===== config.mk =====
export PLATFORM = sky130hd
export DESIGN_NAME = risc_v_uart
export DESIGN_NICKNAME = d
export VERILOG_FILES = /design/src/rtl/riscv_uart_pkg.sv /design/src/rtl/risc_v_uart_tx.sv /design/src/rtl/risc_v_uart.sv
export SDC_FILE = /design/constraint.sdc
export NUM_CORES = 1
export LEC_CHECK = 0
export BUFFER_PORTS_ARGS = -buffer_cell sky130_fd_sc_hd__buf_2
export CAP_MARGIN = 40
export CORE_ASPECT_RATIO = 1.4
export CORE_MARGIN = 2
export CORE_UTILIZATION = 48
export CTS_BUF_LIST = sky130_fd_sc_hd__clkbuf_2 sky130_fd_sc_hd__clkbuf_4 sky130_fd_sc_hd__clkbuf_8
export CTS_CLUSTER_SIZE = 10
export DETAILED_ROUTE_END_ITERATION = 10
export HOLD_SLACK_MARGIN = 0.03
export PLACE_DENSITY_LB_ADDON = 0.1
export SLEW_MARGIN = 20
export SYNTH_ARGS = -nofsm -noshare
export SYNTH_HDL_FRONTEND = slang
export SYNTH_HIERARCHICAL = 1
export SYNTH_SLANG_ARGS = --single-unit

===== constraint.sdc =====
create_clock -name clkI -period 4.34 [get_ports clkI]
set_input_delay 0.651 -clock clkI [delete_from_list [all_inputs] [get_ports clkI]]
set_output_delay 0.651 -clock clkI [all_outputs]
set_load 0.01 [all_outputs]

===== src/rtl/riscv_uart_pkg.sv =====
`default_nettype none
// ============================================================================
// Package     : riscv_uart_pkg
// Description : Shared encodings, FSM state type and divisor helpers for the
//               risc_v_uart echo node.
// Revision    : 1.0 - initial release
// ============================================================================
package riscv_uart_pkg;

  // Baud-rate select encodings
  localparam logic [1:0] BAUD_2400  = 2'b00;
  localparam logic [1:0] BAUD_4800  = 2'b01;
  localparam logic [1:0] BAUD_9600  = 2'b10;
  localparam logic [1:0] BAUD_19200 = 2'b11;

  // Parity select encodings (2'b11 also means no parity)
  localparam logic [1:0] PAR_NONE = 2'b00;
  localparam logic [1:0] PAR_ODD  = 2'b01;
  localparam logic [1:0] PAR_EVEN = 2'b10;

  // Common state set for the receive and transmit sequencers
  typedef enum logic [2:0] {
    ST_IDLE   = 3'd0,
    ST_START  = 3'd1,
    ST_DATA   = 3'd2,
    ST_PARITY = 3'd3,
    ST_STOP   = 3'd4
  } uart_state_e;

  // Clocks per bit for a baud select; each branch divides constants only,
  // so no run-time divider is built.
  function automatic int unsigned baud_div(input int unsigned clk_freq,
                                           input logic [1:0]  sel);
    int unsigned d;
    case (sel)
      BAUD_2400: d = clk_freq / 2400;
      BAUD_4800: d = clk_freq / 4800;
      BAUD_9600: d = clk_freq / 9600;
      default:   d = clk_freq / 19200;
    endcase
    return d;
  endfunction

  // True when the parity select carries a parity bit
  function automatic logic parity_on(input logic [1:0] pt);
    return (pt == PAR_ODD) || (pt == PAR_EVEN);
  endfunction

  // Parity bit that makes the data+parity ones count obey the selected rule
  function automatic logic parity_bit(input logic [7:0] d, input logic [1:0] pt);
    return (pt == PAR_ODD) ? ~(^d) : (^d);
  endfunction

endpackage
`default_nettype wire


===== src/rtl/risc_v_uart_tx.sv =====
`default_nettype none
// ============================================================================
// Module      : uart_tx
// Description : Serialiser for the echo path: start bit, 8 data bits LSB
//               first, optional parity, one stop bit, each held div clocks.
// Revision    : 1.0 - initial release
// ============================================================================
module uart_tx
  import riscv_uart_pkg::*;
#(
  parameter int unsigned CW = 16
) (
  input  logic          clk_i,
  input  logic          rst_i,
  input  logic          start_i,
  input  logic [7:0]    data_i,
  input  logic [CW-1:0] div_i,
  input  logic [1:0]    parity_i,
  output logic          ready_o,
  output logic          tx_o
);

  uart_state_e   state_q;
  logic          tx_q;
  logic [CW-1:0] cnt_q;
  logic [CW-1:0] div_q;
  logic [2:0]    idx_q;
  logic [7:0]    byte_q;
  logic [7:0]    shift_q;
  logic [1:0]    par_q;
  logic          w_bit_end;

  assign w_bit_end = (cnt_q == div_q - CW'(1));
  assign ready_o   = (state_q == ST_IDLE);
  assign tx_o      = tx_q;

  // Frame sequencer; the line level is registered and changes only on bit boundaries
  always_ff @(posedge clk_i or posedge rst_i) begin
    if (rst_i) begin
      state_q <= ST_IDLE;
      tx_q    <= 1'b1;
      cnt_q   <= '0;
      div_q   <= '0;
      idx_q   <= '0;
      byte_q  <= '0;
      shift_q <= '0;
      par_q   <= PAR_NONE;
    end else begin
      case (state_q)
        ST_IDLE: begin
          tx_q  <= 1'b1;
          cnt_q <= '0;
          if (start_i) begin
            // Rate and parity are frozen for the whole frame here
            byte_q  <= data_i;
            shift_q <= data_i;
            div_q   <= div_i;
            par_q   <= parity_i;
            tx_q    <= 1'b0;
            state_q <= ST_START;
          end
        end
        ST_START: begin
          if (w_bit_end) begin
            cnt_q   <= '0;
            tx_q    <= shift_q[0];
            shift_q <= shift_q >> 1;
            idx_q   <= '0;
            state_q <= ST_DATA;
          end else begin
            cnt_q <= cnt_q + CW'(1);
          end
        end
        ST_DATA: begin
          if (w_bit_end) begin
            cnt_q <= '0;
            if (idx_q == 3'd7) begin
              if (parity_on(par_q)) begin
                tx_q    <= parity_bit(byte_q, par_q);
                state_q <= ST_PARITY;
              end else begin
                tx_q    <= 1'b1;
                state_q <= ST_STOP;
              end
            end else begin
              tx_q    <= shift_q[0];
              shift_q <= shift_q >> 1;
              idx_q   <= idx_q + 3'd1;
            end
          end else begin
            cnt_q <= cnt_q + CW'(1);
          end
        end
        ST_PARITY: begin
          if (w_bit_end) begin
            cnt_q   <= '0;
            tx_q    <= 1'b1;
            state_q <= ST_STOP;
          end else begin
            cnt_q <= cnt_q + CW'(1);
          end
        end
        ST_STOP: begin
          if (w_bit_end) begin
            cnt_q   <= '0;
            state_q <= ST_IDLE;
          end else begin
            cnt_q <= cnt_q + CW'(1);
          end
        end
        default: begin
          tx_q    <= 1'b1;
          state_q <= ST_IDLE;
        end
      endcase
    end
  end

endmodule
`default_nettype wire


===== src/rtl/risc_v_uart.sv =====
`default_nettype none
// ============================================================================
// Module      : risc_v_uart
// Description : UART echo node. Receives async frames on data_rx, publishes
//               each good byte on data_out and echoes it on data_tx through
//               a one-byte holding register (newest byte wins).
// Revision    : 1.0 - initial release
// ============================================================================
module risc_v_uart
  import riscv_uart_pkg::*;
#(
  parameter int unsigned CLK_FREQ = 50_000_000
) (
  input  logic       clkI,
  input  logic       reset,
  input  logic       data_rx,
  input  logic [1:0] baud_rate,
  input  logic [1:0] parity_type,
  output logic       data_tx,
  output logic [7:0] data_out
);

  // Counters are sized for the slowest rate so they never wrap
  localparam int unsigned DIV_MAX = baud_div(CLK_FREQ, BAUD_2400);
  localparam int unsigned CW      = $clog2(DIV_MAX + 1);

  logic          rx_s1_q, rx_s2_q, rx_prev_q;
  logic          w_rx, w_fall;
  uart_state_e   rx_state_q;
  logic [CW-1:0] rx_cnt_q;
  logic [CW-1:0] rx_div_q;
  logic [2:0]    rx_idx_q;
  logic [7:0]    rx_shift_q;
  logic [1:0]    rx_par_q;
  logic          rx_par_bit_q;
  logic          wait_high_q;
  logic          rx_valid_q;
  logic [7:0]    data_out_q;
  logic [7:0]    hold_q;
  logic          hold_full_q;
  logic [CW-1:0] w_div_sel;
  logic          w_rx_bit_end, w_rx_half_end, w_par_ok;
  logic          w_tx_ready, w_tx_start;
  logic [7:0]    w_tx_data;

  assign w_rx          = rx_s2_q;
  assign w_fall        = rx_prev_q & ~rx_s2_q;
  assign w_div_sel     = CW'(baud_div(CLK_FREQ, baud_rate));
  assign w_rx_bit_end  = (rx_cnt_q == rx_div_q - CW'(1));
  assign w_rx_half_end = (rx_cnt_q == (rx_div_q >> 1) - CW'(1));
  assign w_par_ok      = !parity_on(rx_par_q) ||
                         (rx_par_bit_q == parity_bit(rx_shift_q, rx_par_q));
  assign data_out      = data_out_q;

  // Two-flop synchroniser plus one delayed copy for start-edge detection
  always_ff @(posedge clkI or posedge reset) begin
    if (reset) begin
      rx_s1_q   <= 1'b1;
      rx_s2_q   <= 1'b1;
      rx_prev_q <= 1'b1;
    end else begin
      rx_s1_q   <= data_rx;
      rx_s2_q   <= rx_s1_q;
      rx_prev_q <= rx_s2_q;
    end
  end

  // Receive sequencer: half-bit start check, then mid-bit sampling every div clocks
  always_ff @(posedge clkI or posedge reset) begin
    if (reset) begin
      rx_state_q   <= ST_IDLE;
      rx_cnt_q     <= '0;
      rx_div_q     <= '0;
      rx_idx_q     <= '0;
      rx_shift_q   <= '0;
      rx_par_q     <= PAR_NONE;
      rx_par_bit_q <= 1'b0;
      wait_high_q  <= 1'b0;
      rx_valid_q   <= 1'b0;
      data_out_q   <= 8'h00;
    end else begin
      rx_valid_q <= 1'b0;
      case (rx_state_q)
        ST_IDLE: begin
          rx_cnt_q <= '0;
          if (wait_high_q) begin
            // After a framing error the line must go idle before re-arming
            if (w_rx) wait_high_q <= 1'b0;
          end else if (w_fall) begin
            rx_div_q   <= w_div_sel;
            rx_par_q   <= parity_type;
            rx_state_q <= ST_START;
          end
        end
        ST_START: begin
          if (w_rx_half_end) begin
            rx_cnt_q <= '0;
            rx_idx_q <= '0;
            // A line already high again at mid-start is a glitch
            rx_state_q <= w_rx ? ST_IDLE : ST_DATA;
          end else begin
            rx_cnt_q <= rx_cnt_q + CW'(1);
          end
        end
        ST_DATA: begin
          if (w_rx_bit_end) begin
            rx_cnt_q   <= '0;
            rx_shift_q <= {w_rx, rx_shift_q[7:1]};
            if (rx_idx_q == 3'd7) begin
              rx_state_q <= parity_on(rx_par_q) ? ST_PARITY : ST_STOP;
            end else begin
              rx_idx_q <= rx_idx_q + 3'd1;
            end
          end else begin
            rx_cnt_q <= rx_cnt_q + CW'(1);
          end
        end
        ST_PARITY: begin
          if (w_rx_bit_end) begin
            rx_cnt_q     <= '0;
            rx_par_bit_q <= w_rx;
            rx_state_q   <= ST_STOP;
          end else begin
            rx_cnt_q <= rx_cnt_q + CW'(1);
          end
        end
        ST_STOP: begin
          if (w_rx_bit_end) begin
            rx_cnt_q   <= '0;
            rx_state_q <= ST_IDLE;
            if (w_rx && w_par_ok) begin
              data_out_q <= rx_shift_q;
              rx_valid_q <= 1'b1;
            end else if (!w_rx) begin
              wait_high_q <= 1'b1;
            end
          end else begin
            rx_cnt_q <= rx_cnt_q + CW'(1);
          end
        end
        default: rx_state_q <= ST_IDLE;
      endcase
    end
  end

  // A fresh byte goes straight to an idle transmitter; otherwise the held byte goes first
  assign w_tx_start = w_tx_ready & (hold_full_q | rx_valid_q);
  assign w_tx_data  = hold_full_q ? hold_q : data_out_q;

  // Holding register: parks a byte while TX is busy, newest byte overwrites
  always_ff @(posedge clkI or posedge reset) begin
    if (reset) begin
      hold_q      <= 8'h00;
      hold_full_q <= 1'b0;
    end else if (rx_valid_q && (!w_tx_ready || hold_full_q)) begin
      hold_q      <= data_out_q;
      hold_full_q <= 1'b1;
    end else if (w_tx_start && hold_full_q) begin
      hold_full_q <= 1'b0;
    end
  end

  uart_tx #(
    .CW (CW)
  ) u_tx (
    .clk_i    (clkI),
    .rst_i    (reset),
    .start_i  (w_tx_start),
    .data_i   (w_tx_data),
    .div_i    (w_div_sel),
    .parity_i (parity_type),
    .ready_o  (w_tx_ready),
    .tx_o     (data_tx)
  );

endmodule
`default_nettype wire


---- After elaboration in Yosys (flattened, before gate mapping) ----
Cells that the tools add are included.
operators by class
  add/subtract/negate cells ............... 7
  eq/ne operators ......................... 37
  mux-type cells .......................... 57
  bitwise logic cells ..................... 8
  reduce and logical (&&, ||, !) cells .... 35
operators with widths
  cell                     count
  $pmux W15 S3             2
  $mux W3                  20
  $eq A15 B15 Y1           3
  $mux W15                 3
  $mux W8                  5
  $add A15 B1 Y15 const B  2
  $pmux W15 S2             1
  $pmux W3 S5              2
  $sub A15 B1 Y15 const B  2
  $pmux W8 S3              1
  $ne A2 B2 Y1 const B     11
  $mux W1                  18
  $reduce_and A4 Y1        4
  $reduce_xor A8 Y1        2
  $sub A14 B1 Y15 const B  1
  $eq A3 B2 Y1 const B     4
  $eq A3 B3 Y1 const B     4
  $ne A2 B1 Y1 const B     6
  $pmux W3 S2              2
  $reduce_bool A2 Y1       5
  $reduce_and A7 Y1        1
  $add A3 B1 Y3 const B    2
  $eq A2 B1 Y1 const B     3
  $eq A2 B2 Y1 const B     3
  other kinds (20)         37
word-level totals
  register bits after elaboration ......... 124
  input bits .............................. 7
  output and inout bits ................... 9
  word-level logic and storage cells ...... 167

---- Longest topological paths before layout ----
  depth in word-level cells ............... 9
  mapped depth ............................ 14
  gate-level depth less buffers ........... 10

---- By module ----
Netlist, hierarchy kept.
modules (own cells, without submodules)
  module       instances  cells an instance  area an instance (um^2)  sequential area each (um^2)
  risc_v_uart  1          407                4026.4                   1580.3
  uart_tx      1          318                3283.1                   1377.6

---- Worst setup path before layout ----
Ideal clock, no wire load.
  path type ............................... register -> register
  from .................................... register u_tx.div_q[0]
  to ...................................... register u_tx.shift_q[0]
  library setup time ...................... 0.125 ns
  arrival ................................. 2.848 ns
  data required time ...................... 4.215 ns
  path slack .............................. 1.367 ns
  stages on the path, launching flop included .. 10
  buffers on the path ..................... 0
  period minus slack after synthesis ...... 2.973 ns
  cells stage by stage .................... dfrtp_1 -> inv_1 -> ha_1 -> or4b_4 -> or4_1 -> and4_1 -> a211oi_2 -> nand3_1 -> a31oi_4 -> mux2_2
between the ends
  longest elaborated chain between the ends .. 4
  elaborated cells between the ends (all ways) .. 5
  those cells by class .................... add/sub (1); eq/ne (3); reduce/logical (1)
RTL lines
  item                             line                  source
  from (decl)                      risc_v_uart_tx.sv:26  logic [CW-1:0] div_q;
  from (signal assigned)           risc_v_uart_tx.sv:57  div_q <= div_i;
  $sub A15 B1 Y15 (*)              risc_v_uart_tx.sv:33  assign w_bit_end = (cnt_q == div_q - CW'(1));
  $eq A15 B15 Y1 (*)               risc_v_uart_tx.sv:33
  $ne A2 B1 Y1 (no line)           --
  $reduce_and A5 Y1 (no line) (*)  --
  to (signal assigned)             risc_v_uart_tx.sv:56  shift_q <= data_i;
  to (signal assigned)             risc_v_uart_tx.sv:67  shift_q <= shift_q >> 1;
  to (signal assigned)             risc_v_uart_tx.sv:87  shift_q <= shift_q >> 1;
  to (decl)                        risc_v_uart_tx.sv:29  logic [7:0] shift_q;
Every way passes the cells marked *; elsewhere a longest branch is shown, timed or not.
A chain may end at the register's enable or synchronous reset.

---- Worst setup path after layout ----
  from .................................... register rx_div_q[8]
  to ...................................... register rx_cnt_q[11]
between the ends
  longest elaborated chain between the ends .. 4
  elaborated cells between the ends (all ways) .. 7
  those cells by class .................... add/sub (2); eq/ne (2); mux (3)
RTL lines
  item                                                       line                                  source
  from (decl)                                                risc_v_uart.sv:31                     logic [CW-1:0] rx_div_q;
  from (signal assigned)                                     risc_v_uart.sv:90                     rx_div_q <= w_div_sel;
  $sub A15 B1 Y15 / $sub A14 B1 Y15 (equally long branches)  risc_v_uart.sv:49, risc_v_uart.sv:50
  $eq A15 B15 Y1 (on tied branches)                          risc_v_uart.sv:49, risc_v_uart.sv:50
  $mux W15 (on tied branches)                                --
  $pmux W15 S3 (*)                                           risc_v_uart.sv:83                     case (rx_state_q)
  to (signal assigned)                                       risc_v_uart.sv:115                    rx_cnt_q <= rx_cnt_q + CW'(1);
  to (signal assigned)                                       risc_v_uart.sv:124                    rx_cnt_q <= rx_cnt_q + CW'(1);
  to (signal assigned)                                       risc_v_uart.sv:138                    rx_cnt_q <= rx_cnt_q + CW'(1);
  to (decl)                                                  risc_v_uart.sv:30                     logic [CW-1:0] rx_cnt_q;
Marked as above.

==> impl_metrics.toml <==
[sta]
rsz0062_at_grt = "false"
fin_crit_sh = 0.831
skew_ns = 0.0150
post-route-min-period_ns = 3.61
tightest_slew_ns = 0.734
fmax_mhz = 277
hold_viol_final = 0
setup_viol = 0
tns_ns = 0
slew_viol_final = 0
slew_headroom = 0.510

[floorplan]
start_util = 0.488
core_area_um2 = 15000
die_h_um = 150
die_area_um2 = 16200
io_pins = 16
fp-row-count = 53
die_w_um = 108

[power]
finalPower_w = 0.00264
power.switching_w = 0.000734
p_per_area_nw_per_um2 = 332
p_seq_frac = 0.455
peakVddDrop_mv = 0.211
power_frac_comb = 0.126
p_sw_frac = 0.278
p_leak_nw = 3.53
clockPowerShare = 0.419
internal_power_w = 0.00190

[yosys]
synthDistinctLibCells = 83
ys_seq_area_frac = 0.405
synth_compound_area_frac = 0.123
synthXorXnorAreaFrac = 0.0815
async_flop_share = 1.00
syn-num-nets = 748
synthCells = 725
syn_avg_cell_area_um2 = 10.1
synth_top_cell_by_area = "dfrtp_1"
synth.top_cell.area_share = 0.390
yosysWarnings = 6
synthAdderAreaFrac = 0.0288
synthFlopType = "dfrtp_1"
syn_area_um2 = 7310
ys_ff_latch = 118
synth_top_family_by_area = "simple AND/OR/NAND/NOR gates"
synth_edf_count = 0
synthMuxAreaShare = 0.128
synthSimpleGateAreaFrac = 0.194
synth.area.top_cells = "dfrtp_1 39%, mux2_2 11%, xnor2_1 5.2%"

[placement]
dpl.cell_count = 902
io_buffer_count = 15
hpwl_um = 11900
gp_congestion = 0.905

[setup_path]
cp.arrival_ns = 3.93
crit_end = "rx_cnt_q[11]"
crit_fanout = 11
cp-start-kind = "register"
rr_worst_depth = 10
critPathCaptureType = "register"
r2r-start = "rx_div_q[8]"
required_ns = 4.66
rrSetupSlack_ns = 0.73
crit_start = "rx_div_q[8]"
reg2reg_to = "rx_cnt_q[11]"
worstSetupPathType = "reg -> reg"

[layout]
antenna_cells = 0
multi_input_area_um2 = 4060
regArea_um2 = 2960
stdcell_count = 934
drive_above_1_share = 0.214
final_util = 0.530
area_delta_synth_final_pct = 8.70
nNetsFinal = 752
nFillCells = 1366

[job]
cap_violations = 0

[clock_network]
cts_tree = "yes"
hold_buffers = 0
cts_max_level = 4
ctsResizeCount = 0
cts_buffers = 17
clkTransAtPathRegs_ns = 0.08
clock_latency_ns = 0.44
cts_sinks = 118
clockBufferDepth = 2
root_buffer = "clkbuf_8"
cts_setup_buffers = 0

[global_route]
antenna_found_initial = 0
grtUsageTotal = 0.221
grt_start_max_net_pins = 56
grt_pass1_wl_um = 28100
grt_pass1_vias = 5768
globalRoute.totalOverflow = 0

[drt]
wirelength_um = 16500
final_antenna_net_count = 0
dr.pass1.iters = 7
first_iter_violations = 246
dr_total_vias = 5525
wl_per_cell_um = 17.7
drcViolationCount = 0
vias_per_cell = 5.92

[min_path]
hold_class = "in -> async"

[run_status]
status = "completed"
-- cell families after synthesis --
family	count (synthesis)
DFF	118
adders and majority gates	17
buffers and inverters	67
xor gates and xnor gates	68
and+or+nand+nor	244
AOI/OAI and AO/OA	126
muxes	84
other	1
-- metrics by stage --
| step | area [um2] | hold WS [ns] | worst slack (ns) |
|---|---|---|---|
| finish | 7950 | 0.292 | 0.734 |
| detailed placement | 7510 | 0.349 | 0.756 |
| global route | 7950 | 0.264 | 0.426 |
| CTS | 7950 | 0.275 | 0.757 |
| global placement | 7500 | 0.346 | 0.864 |
| floorplan | 7310 | 0.345 | 1.37 |
-- placed cells by master (no fill, tap or decap), drive strengths merged, types with 4 or more instances in the layout --
cell,netlist,routed
dfrtp,114,114
mux2,77,77
nand2,56,56
xnor2,43,43
nor2,39,39
o21ai,37,37
inv,28,30
xor2,25,25
buf,19,24
nand3,23,23
clkbuf,20,19
nor3,17,17
a21oi,17,17
ha,16,16
and3,12,12
nand2b,11,11
nor3b,11,11
nor4,11,11
nor2b,10,10
nand4,10,10
o21a,9,9
a22o,8,8
o311ai,8,8
a31oi,8,8
and2,7,7
mux2i,7,7
nor4b,6,6
or2,5,5
clkinv,0,5
and4,4,4
o31ai,4,4
bufinv,0,4
dfstp,4,4
o32ai,4,4
a211oi,4,4
-- synthesized netlist by cell type (all sizes together), types with 5 or more instances --
master  instances
nand4          10
clkbuf         20
xor2           25
nand2          56
nor4           11
nor3b          11
a21oi          17
dfrtp         114
and3           12
ha             16
buf            19
mux2           77
o311ai          8
o21a            9
nand3          23
nor2           39
a22o            8
xnor2          43
nand2b         11
or2             5
inv            28
nor4b           6
mux2i           7
nor2b          10
o21ai          37
a31oi           8
and2            7
nor3           17
-- sequential cells by signal (all words and copies together) (netlist names), 3 cells and up --
register and cells:
rx_cnt_q 15, u_tx/cnt_q 15, u_tx/div_q 15, rx_div_q 9, data_out 8, hold_q 8
rx_shift_q 8, u_tx/byte_q 8, u_tx/shift_q 8, rx_idx_q 3, rx_state_q 3, u_tx/idx_q 3
u_tx/state_q 3
-- critical path, cell delays in order, from the launching register on --
cell and delay, ns:
dfrtp_1 0.54, inv_1 0.19, ha_1 0.40, nor4bb_1 0.46, a21oi_1 0.15, xor2_1 0.15
nand4_1 0.13, a2111oi_2 0.65, nor3_1 0.15, or2_0 0.41, a22o_1 0.28
-- cell type report --
class / instances / share of cell area
Multi-Input combinational cell: 540 / 0.511
Sequential cell: 118 / 0.372
Clock buffer: 19 / 0.0313
Tap cell: 192 / 0.0302
Clock inverter: 13 / 0.0228
Timing Repair Buffer: 24 / 0.0189
Inverter: 28 / 0.0132
-- power by group through the flow --
stage | sequential (W) | combinational [W] | clock (W)
after floorplan | 0.00116 | 0.000317 | 0
final | 0.00120 | 0.000333 | 0.00110
after detailed placement | 0.00122 | 0.000330 | 0
after CTS | 0.00120 | 0.000332 | 0.00113
after global routing | 0.00121 | 0.000370 | 0.00118
after global placement | 0.00122 | 0.000328 | 0
-- per-layer routing --
metal / GRT usage / up-vias / wire, um
met4: 0.0981 / 0 / 485
met2: 0.392 / 140 / 8640
li1: - / 2614 / -
met5: 0 / - / 0
met3: 0.0444 / 35 / 539
met1: 0.254 / 2736 / 6830
-- worst min path at each step --
| stage | slack, ns | startpoint | end | depth (start not counted) |
|---|---|---|---|---|
| floorplan | 0.35 | rx_s1_q | rx_s2_q | 0 |
| global placement | 0.35 | rx_s1_q | rx_s2_q | 0 |
| detailed placement | 0.35 | rx_s1_q | rx_s2_q | 0 |
| CTS | 0.28 | data_rx | rx_s1_q | 1 |
| global route | 0.26 | data_rx | rx_s1_q | 1 |
| finish | 0.29 | reset | rx_cnt_q[5] | 2 |
Power figures use the tool's default switching activity.
